[src/rtl/dbg_write_entry_if.sv]
// Write-request bus between the debug data-entry port and the register-file/data-memory write mux.
// master drives the request and the latched payload; slave answers with wr_ack.
interface dbg_write_entry_if;
  logic        wr_req;
  logic        wr_ack;
  logic        wr_tgt;
  logic [5:0]  wr_addr;
  logic [31:0] wr_data;

  modport master (output wr_req, wr_tgt, wr_addr, wr_data, input wr_ack);
  modport slave  (input wr_req, wr_tgt, wr_addr, wr_data, output wr_ack);
endinterface

[src/rtl/dbg_write_entry.sv]
// Front-panel hex entry and single-shot register/memory write for the halted MIPS debug setup.
// Optional macro DBG_WRITE_AUTOINC_EN adds a post-write address offset for consecutive-word entry.
module dbg_write_entry #(
  parameter logic [19:0] DEBOUNCE_CYCLES = 20'd500000,
  parameter logic [15:0] ACK_TIMEOUT     = 16'd1024
) (
  input  logic                     CLK,
  input  logic                     RST,
  input  logic                     btn_digit,
  input  logic                     btn_commit,
  input  logic                     btn_clear,
  input  logic [3:0]               nibble,
  input  logic                     target,
  input  logic [5:0]               waddr,
  input  logic                     cpu_halted,
  dbg_write_entry_if.master        wr_if,
  output logic [31:0]              stage_data,
  output logic [3:0]               digit_cnt,
  output logic                     busy,
  output logic                     err,
  output logic                     done
);

  logic [2:0] btn_raw;
  logic [2:0] press;
  assign btn_raw = {btn_clear, btn_commit, btn_digit};

  // Index 0 = digit, 1 = commit, 2 = clear.
  for (genvar gi = 0; gi < 3; gi++) begin : g_btn
    logic [1:0]  sync_q, sync_d;
    logic        db_q, db_d;
    logic [19:0] cnt_q, cnt_d;
    logic        press_q, press_d;

    always_comb begin
      sync_d  = {sync_q[0], btn_raw[gi]};
      db_d    = db_q;
      cnt_d   = '0;
      press_d = 1'b0;
      if (sync_q[1] != db_q) begin
        if (cnt_q + 20'd1 == DEBOUNCE_CYCLES) begin
          db_d    = ~db_q;
          press_d = ~db_q;
        end else begin
          cnt_d = cnt_q + 20'd1;
        end
      end
    end

    always_ff @(posedge CLK) begin
      if (RST) begin
        sync_q  <= '0;
        db_q    <= 1'b0;
        cnt_q   <= '0;
        press_q <= 1'b0;
      end else begin
        sync_q  <= sync_d;
        db_q    <= db_d;
        cnt_q   <= cnt_d;
        press_q <= press_d;
      end
    end

    assign press[gi] = press_q;
  end

  typedef enum logic {EDIT, REQ} state_t;

  state_t      state_q, state_d;
  logic [31:0] stage_q, stage_d;
  logic [3:0]  dcnt_q, dcnt_d;
  logic        err_q, err_d;
  logic        done_q, done_d;
  logic        busy_q, busy_d;
  logic        req_q, req_d;
  logic        tgt_q, tgt_d;
  logic [5:0]  addr_q, addr_d;
  logic [31:0] data_q, data_d;
  logic [15:0] to_q, to_d;
`ifdef DBG_WRITE_AUTOINC_EN
  logic [5:0]  off_q, off_d;
`endif

  always_comb begin
    state_d = state_q;
    stage_d = stage_q;
    dcnt_d  = dcnt_q;
    err_d   = err_q;
    done_d  = 1'b0;
    busy_d  = busy_q;
    req_d   = req_q;
    tgt_d   = tgt_q;
    addr_d  = addr_q;
    data_d  = data_q;
    to_d    = to_q;
`ifdef DBG_WRITE_AUTOINC_EN
    off_d   = off_q;
`endif
    case (state_q)
      EDIT: begin
        if (press[2]) begin
          stage_d = '0;
          dcnt_d  = '0;
          err_d   = 1'b0;
`ifdef DBG_WRITE_AUTOINC_EN
          off_d   = '0;
`endif
        end else if (press[1]) begin
          if (dcnt_q == 4'd0 || !cpu_halted) begin
            err_d = 1'b1;
          end else begin
            tgt_d   = target;
`ifdef DBG_WRITE_AUTOINC_EN
            addr_d  = waddr + off_q;
`else
            addr_d  = waddr;
`endif
            data_d  = stage_q;
            req_d   = 1'b1;
            busy_d  = 1'b1;
            to_d    = '0;
            state_d = REQ;
          end
        end else if (press[0] && dcnt_q < 4'd8) begin
          stage_d = {stage_q[27:0], nibble};
          dcnt_d  = dcnt_q + 4'd1;
        end
      end
      REQ: begin
        // Ack beats a simultaneous halt loss: the slave already took the data.
        if (wr_if.wr_ack) begin
          req_d   = 1'b0;
          busy_d  = 1'b0;
          done_d  = 1'b1;
          stage_d = '0;
          dcnt_d  = '0;
          state_d = EDIT;
`ifdef DBG_WRITE_AUTOINC_EN
          off_d   = off_q + 6'd1;
`endif
        end else if (!cpu_halted || to_q == ACK_TIMEOUT - 16'd1) begin
          req_d   = 1'b0;
          busy_d  = 1'b0;
          err_d   = 1'b1;
          state_d = EDIT;
        end else begin
          to_d = to_q + 16'd1;
        end
      end
      default: state_d = EDIT;
    endcase
  end

  always_ff @(posedge CLK) begin
    if (RST) begin
      state_q <= EDIT;
      stage_q <= '0;
      dcnt_q  <= '0;
      err_q   <= 1'b0;
      done_q  <= 1'b0;
      busy_q  <= 1'b0;
      req_q   <= 1'b0;
      tgt_q   <= 1'b0;
      addr_q  <= '0;
      data_q  <= '0;
      to_q    <= '0;
`ifdef DBG_WRITE_AUTOINC_EN
      off_q   <= '0;
`endif
    end else begin
      state_q <= state_d;
      stage_q <= stage_d;
      dcnt_q  <= dcnt_d;
      err_q   <= err_d;
      done_q  <= done_d;
      busy_q  <= busy_d;
      req_q   <= req_d;
      tgt_q   <= tgt_d;
      addr_q  <= addr_d;
      data_q  <= data_d;
      to_q    <= to_d;
`ifdef DBG_WRITE_AUTOINC_EN
      off_q   <= off_d;
`endif
    end
  end

  assign wr_if.wr_req  = req_q;
  assign wr_if.wr_tgt  = tgt_q;
  assign wr_if.wr_addr = addr_q;
  assign wr_if.wr_data = data_q;
  assign stage_data    = stage_q;
  assign digit_cnt     = dcnt_q;
  assign busy          = busy_q;
  assign err           = err_q;
  assign done          = done_q;

endmodule

[src/flat_wrapper.sv]
// flat-port wrapper written by rule: the top's interface ports become plain ports
module dbg_write_entry_flat 
#(
  parameter logic [19:0] DEBOUNCE_CYCLES = 20'd500000,
  parameter logic [15:0] ACK_TIMEOUT     = 16'd1024
)
  (CLK, RST, btn_digit, btn_commit, btn_clear, nibble, target, waddr, cpu_halted, stage_data, digit_cnt, busy, err, done, wr_if_wr_req, wr_if_wr_tgt, wr_if_wr_addr, wr_if_wr_data, wr_if_wr_ack);
  dbg_write_entry_if wr_if_i ();
  input  logic CLK;
  input  logic RST;
  input  logic btn_digit;
  input  logic btn_commit;
  input  logic btn_clear;
  input  logic [3:0] nibble;
  input  logic target;
  input  logic [5:0] waddr;
  input  logic cpu_halted;
  output logic [31:0] stage_data;
  output logic [3:0] digit_cnt;
  output logic busy;
  output logic err;
  output logic done;
  output wire logic [$bits(wr_if_i.wr_req)-1:0] wr_if_wr_req;
  output wire logic [$bits(wr_if_i.wr_tgt)-1:0] wr_if_wr_tgt;
  output wire logic [$bits(wr_if_i.wr_addr)-1:0] wr_if_wr_addr;
  output wire logic [$bits(wr_if_i.wr_data)-1:0] wr_if_wr_data;
  input wire logic [$bits(wr_if_i.wr_ack)-1:0] wr_if_wr_ack;
  assign wr_if_wr_req = wr_if_i.wr_req;
  assign wr_if_wr_tgt = wr_if_i.wr_tgt;
  assign wr_if_wr_addr = wr_if_i.wr_addr;
  assign wr_if_wr_data = wr_if_i.wr_data;
  assign wr_if_i.wr_ack = wr_if_wr_ack;
  dbg_write_entry #(.DEBOUNCE_CYCLES(DEBOUNCE_CYCLES), .ACK_TIMEOUT(ACK_TIMEOUT)) u_core (.CLK(CLK), .RST(RST), .btn_digit(btn_digit), .btn_commit(btn_commit), .btn_clear(btn_clear), .nibble(nibble), .target(target), .waddr(waddr), .cpu_halted(cpu_halted), .wr_if(wr_if_i), .stage_data(stage_data), .digit_cnt(digit_cnt), .busy(busy), .err(err), .done(done));
endmodule
[config.mk]
export PLATFORM = sky130hd
export DESIGN_NAME = dbg_write_entry_flat
export DESIGN_NICKNAME = d
export VERILOG_FILES = /design/src/rtl/dbg_write_entry_if.sv /design/src/rtl/dbg_write_entry.sv /design/src/flat_wrapper.sv
export SDC_FILE = /design/constraint.sdc
export NUM_CORES = 1
export LEC_CHECK = 0
export CAP_MARGIN = 5
export CORE_MARGIN = 2
export CORE_UTILIZATION = 55
export CTS_CLUSTER_SIZE = 16
export DETAILED_ROUTE_END_ITERATION = 7
export HOLD_SLACK_MARGIN = 0.06
export PLACE_DENSITY_LB_ADDON = 0.1
export SLEW_MARGIN = 20
export SYNTH_ARGS = -nofsm -noshare
export SYNTH_HDL_FRONTEND = slang
export SYNTH_SLANG_ARGS = --single-unit
[constraint.sdc]
create_clock -name CLK -period 2.93 [get_ports CLK]
set_input_delay 0.586 -clock CLK [delete_from_list [all_inputs] [get_ports CLK]]
set_output_delay 0.586 -clock CLK [all_outputs]
set_load 0.005 [all_outputs]
==> summary.md <==
| Metric | Value |
|---|---|
| CP max stage cell | `or4_4` |
| VDD IR-drop max | `0.4161 mV` |
| Initial core utilization | `0.5606` |
| Final setup fails | `0` |
| Slew Limit Fails | `0` |
| Power Total | `4.496 mW` |
| Pre-CTS worst setup slack | `86.55 ps` |
| TritonCTS Buffers | `17` |
| Drt wl/cell | `14.75 um` |
| Sequential share of the synthesized area | `0.4540` |
| Core Region | `13,140 sq um` |
| Global-route wire length before repair | `28,400 um` |
| Synth Cell Area | `7365 sq um` |
| Power Density | `500.2 nW/um^2` |
| Synth Register Bits | `167` |
| Post-route setup TNS | `0 ps` |
| Hold WC Path Type | `reg -> reg` |
| Power share of the clock group | `0.478` |
| Mapped Cells | `893` |
| Crit. End Element | `register` |
| Main synth FF type | `dfxtp_1` |
| Sw Ratio | `0.2052` |
| Clock sink total | `167` |
| Layout area overhead | `22.05%` |
| Unrepaired setup endpoints after global routing | `no` |
| Vias | `6,388` |
| Antenna diode count | `0` |
| Avg Vias per Cell | `5.512` |
| Post-synthesis cell type count | `67` |
| Largest net degree at the start of global routing | `59` |
| LEAKAGE | `2.930 nW` |
| Total internal power | `3.573 mW` |
| Net Count, Synth | `920` |
| PnR worst setup slack | `221.9 ps` |
| Biggest cell delay along the critical path | `560 ps` |
| Critical Path Source Type | `register` |
| Critical Path RT | `3230 ps` |
| Layout Nets | `999` |
| IO Port Bufs | `96` |
| All-Layer GR Usage | `0.2436` |
| GR peak layer | `met2` |
| Fin. Hold Viols | `0` |
| Hpwl dp | `11,750 um` |
| Crit share post-route | `0.9243` |
| WL final | `17,090 um` |
| Met2 Use GR | `0.4164` |
| Synth async-reset ratio | `0` |
| Antenna-violating nets left | `0` |
| Seq pwr share | `0.507` |
| Setup CP Type | `reg -> reg` |
| Combinational power share | `0.015` |
| Slew margin rel. | `0.6052` |
| Min Clock Period, post-route | `2708 ps` |
| Full die area | `14,330 sq um` |
| CP Cell Sequence | `ha_1, and3_1, and4_1, a22oi_1, or4_4, nor4_4, or2_4, a21oi_1` |
| Met3 Resource Use GR | `0.06464` |
| Total gr overflow | `0` |
| Pre-antenna DRT Iters | `6` |
| CP bufs+invs | `0` |
| Detailed Route Iter0 Violations | `504` |
| Layout cell share with drive strength beyond 1 | `0.07528` |
| Post-DP Area | `8418 sq um` |
| Ports | `97` |
| Status | `completed` |
| CTS Root Cell | `clkbuf_16` |
| TritonCTS clock tree | `yes` |
| CTS max path bufs | `2` |
| Worst Path Max Fanout | `8` |
| Number of flops mapped to enable cells by yosys | `0` |
| Hold_buf cts | `0` |
| Latest clock arrival within the worst-skew pair | `420 ps` |
| Vias in the first global route | `6,016` |
| H-Tree Depth | `4` |
| Remaining DRCs | `0` |
| RD Place Congestion | `0.8573` |
| P_sw | `0.9226 mW` |
| M1 GR Usage | `0.2972` |
| Clock transition at the registers of the reported paths | `60 ps` |
| Crit path max-delay family | `simple AND/OR/NAND/NOR gates` |
| Slew @ Worst Pin | `592.2 ps` |
| Die width | `119.7 um` |
| Max-cap violation count | `0` |
| Final design area excluding fillers | `8989 sq um` |
| Fmax | `0.3693 GHz` |
| Synth Warn # | `0` |
| DIE HEIGHT | `119.7 um` |
| WP data arrival | `3010 ps` |
| Synthesized area per cell | `8.247 sq um` |
| Skew final | `9.879 ps` |
| Initial antenna violation count | `0` |
| Row count | `42` |
per-stage QoR:
stage	utilization	cells	hold slack (ps)
floorplan	-	893	413.8
global placement	0.6408	1129	416.8
detailed placement	0.6408	1129	435.9
CTS	0.6840	1159	449.3
global route	0.6842	1159	468.5
finish	0.6842	1159	442.4
layer usage:
metal | wire length, um | part of all wire
met5 | 0 | 0
met2 | 8580 | 0.50
met1 | 7570 | 0.44
met4 | 228 | 0.013
met3 | 715 | 0.042
power by group through the flow:
stage,combinational [mW],clock [mW],sequential [mW]
after floorplan,0.0348,0,2.33
after global placement,0.0653,0,2.33
after detailed placement,0.0666,0,2.33
after CTS,0.0670,2.19,2.28
after global routing,0.0737,2.30,2.28
final,0.0669,2.15,2.28
synth_stat cells, types with 4 or more instances:
| cell | n | area [sq um] |
|---|---|---|
| ha_1 | 9 | 112.6 |
| buf_2 | 4 | 20.02 |
| nand4_1 | 24 | 150.1 |
| nand3b_1 | 4 | 30.03 |
| clkbuf_1 | 34 | 127.6 |
| a21oi_1 | 89 | 445.4 |
| nand3_1 | 58 | 290.3 |
| buf_6 | 4 | 45.04 |
| mux2i_1 | 4 | 40.04 |
| dfxtp_1 | 167 | 3343 |
| buf_4 | 4 | 30.03 |
| nor2_1 | 101 | 379.1 |
| and4_1 | 6 | 52.55 |
| nor3_1 | 19 | 95.09 |
| xor2_1 | 33 | 289.0 |
| o21ai_0 | 9 | 45.04 |
| nor4_1 | 10 | 62.56 |
| inv_1 | 13 | 48.80 |
| nand2b_1 | 10 | 62.56 |
| a31oi_1 | 5 | 31.28 |
| nand2_1 | 154 | 578.1 |
| and3_1 | 11 | 68.82 |
| nor2b_1 | 9 | 56.30 |
| nor2_2 | 5 | 31.28 |
| xnor2_1 | 37 | 324.1 |
| or3_1 | 5 | 31.28 |
flip-flops by register name, summed over array words and instances, names as in the netlist, 3 cells and up:
name                  cells
u_core.digit_cnt          4
u_core.g_btn.cnt_q       60
u_core.g_btn.db_q         3
u_core.g_btn.press_q      3
u_core.g_btn.sync_q       6
u_core.stage_data        32
u_core.to_q              16
u_core.wr_if.wr_addr      6
u_core.wr_if.wr_data     32
cell families after synthesis:
logic type,share of synthesized area
AND/OR/NAND/NOR,0.2936
flip-flops,0.4540
multiplexers,0.01002
AO/OA/AOI/OAI,0.1031
buffers and inverters,0.04077
XOR/XNOR,0.08325
adder cells (fa/ha/maj),0.01529
cells in the final DEF, fill, tap and decap left out, types with 4 or more instances in the layout:
master / instances
and3_1: 11
a31oi_1: 5
dfxtp_1: 167
xor2_1: 33
buf_4: 17
nand2_1: 154
inv_1: 13
and4_1: 6
o21ai_0: 9
nand3b_1: 4
nor3_1: 19
mux2i_1: 4
nor2_1: 100
nor4_1: 10
clkdlybuf4s50_1: 95
nand2b_1: 10
nor2_2: 6
ha_1: 9
clkbuf_16: 17
xnor2_1: 37
nand3_1: 58
a21oi_1: 88
or3_1: 5
nor2b_1: 9
nand4_1: 24
layout make-up:
type                            instances  area, sq um
Clock buffer                           19        442.9
Clock inverter                         11        125.1
Fill cell                            1095         4149
Inverter                               13        48.80
Multi-Input combinational cell        661         3730
Sequential cell                       167         3343
Tap cell                              176        220.2
Timing Repair Buffer                  112         1079
final timing paths:
| kind | cells past startpoint | start | slack (ps) | to |
|---|---|---|---|---|
| setup reg to reg | 8 | u_core.g_btn[0].cnt_q[1] | 220 | u_core.g_btn[0].cnt_q[5] |
| setup / recovery | 8 | u_core.g_btn[0].cnt_q[1] | 220 | u_core.g_btn[0].cnt_q[5] |
| hold / removal | 1 | u_core.g_btn[2].sync_q[0] | 440 | u_core.g_btn[2].sync_q[1] |
| hold reg to reg | 1 | u_core.g_btn[2].sync_q[0] | 440 | u_core.g_btn[2].sync_q[1] |
repair_timing:
| item | CTS | global route |
|---|---|---|
| setup buffers | 0 | 0 |
| resized for setup | 0 | 1 |
| setup endpoints to repair | 0 | 8 |
No activity file was read; power rests on OpenSTA's default activity.
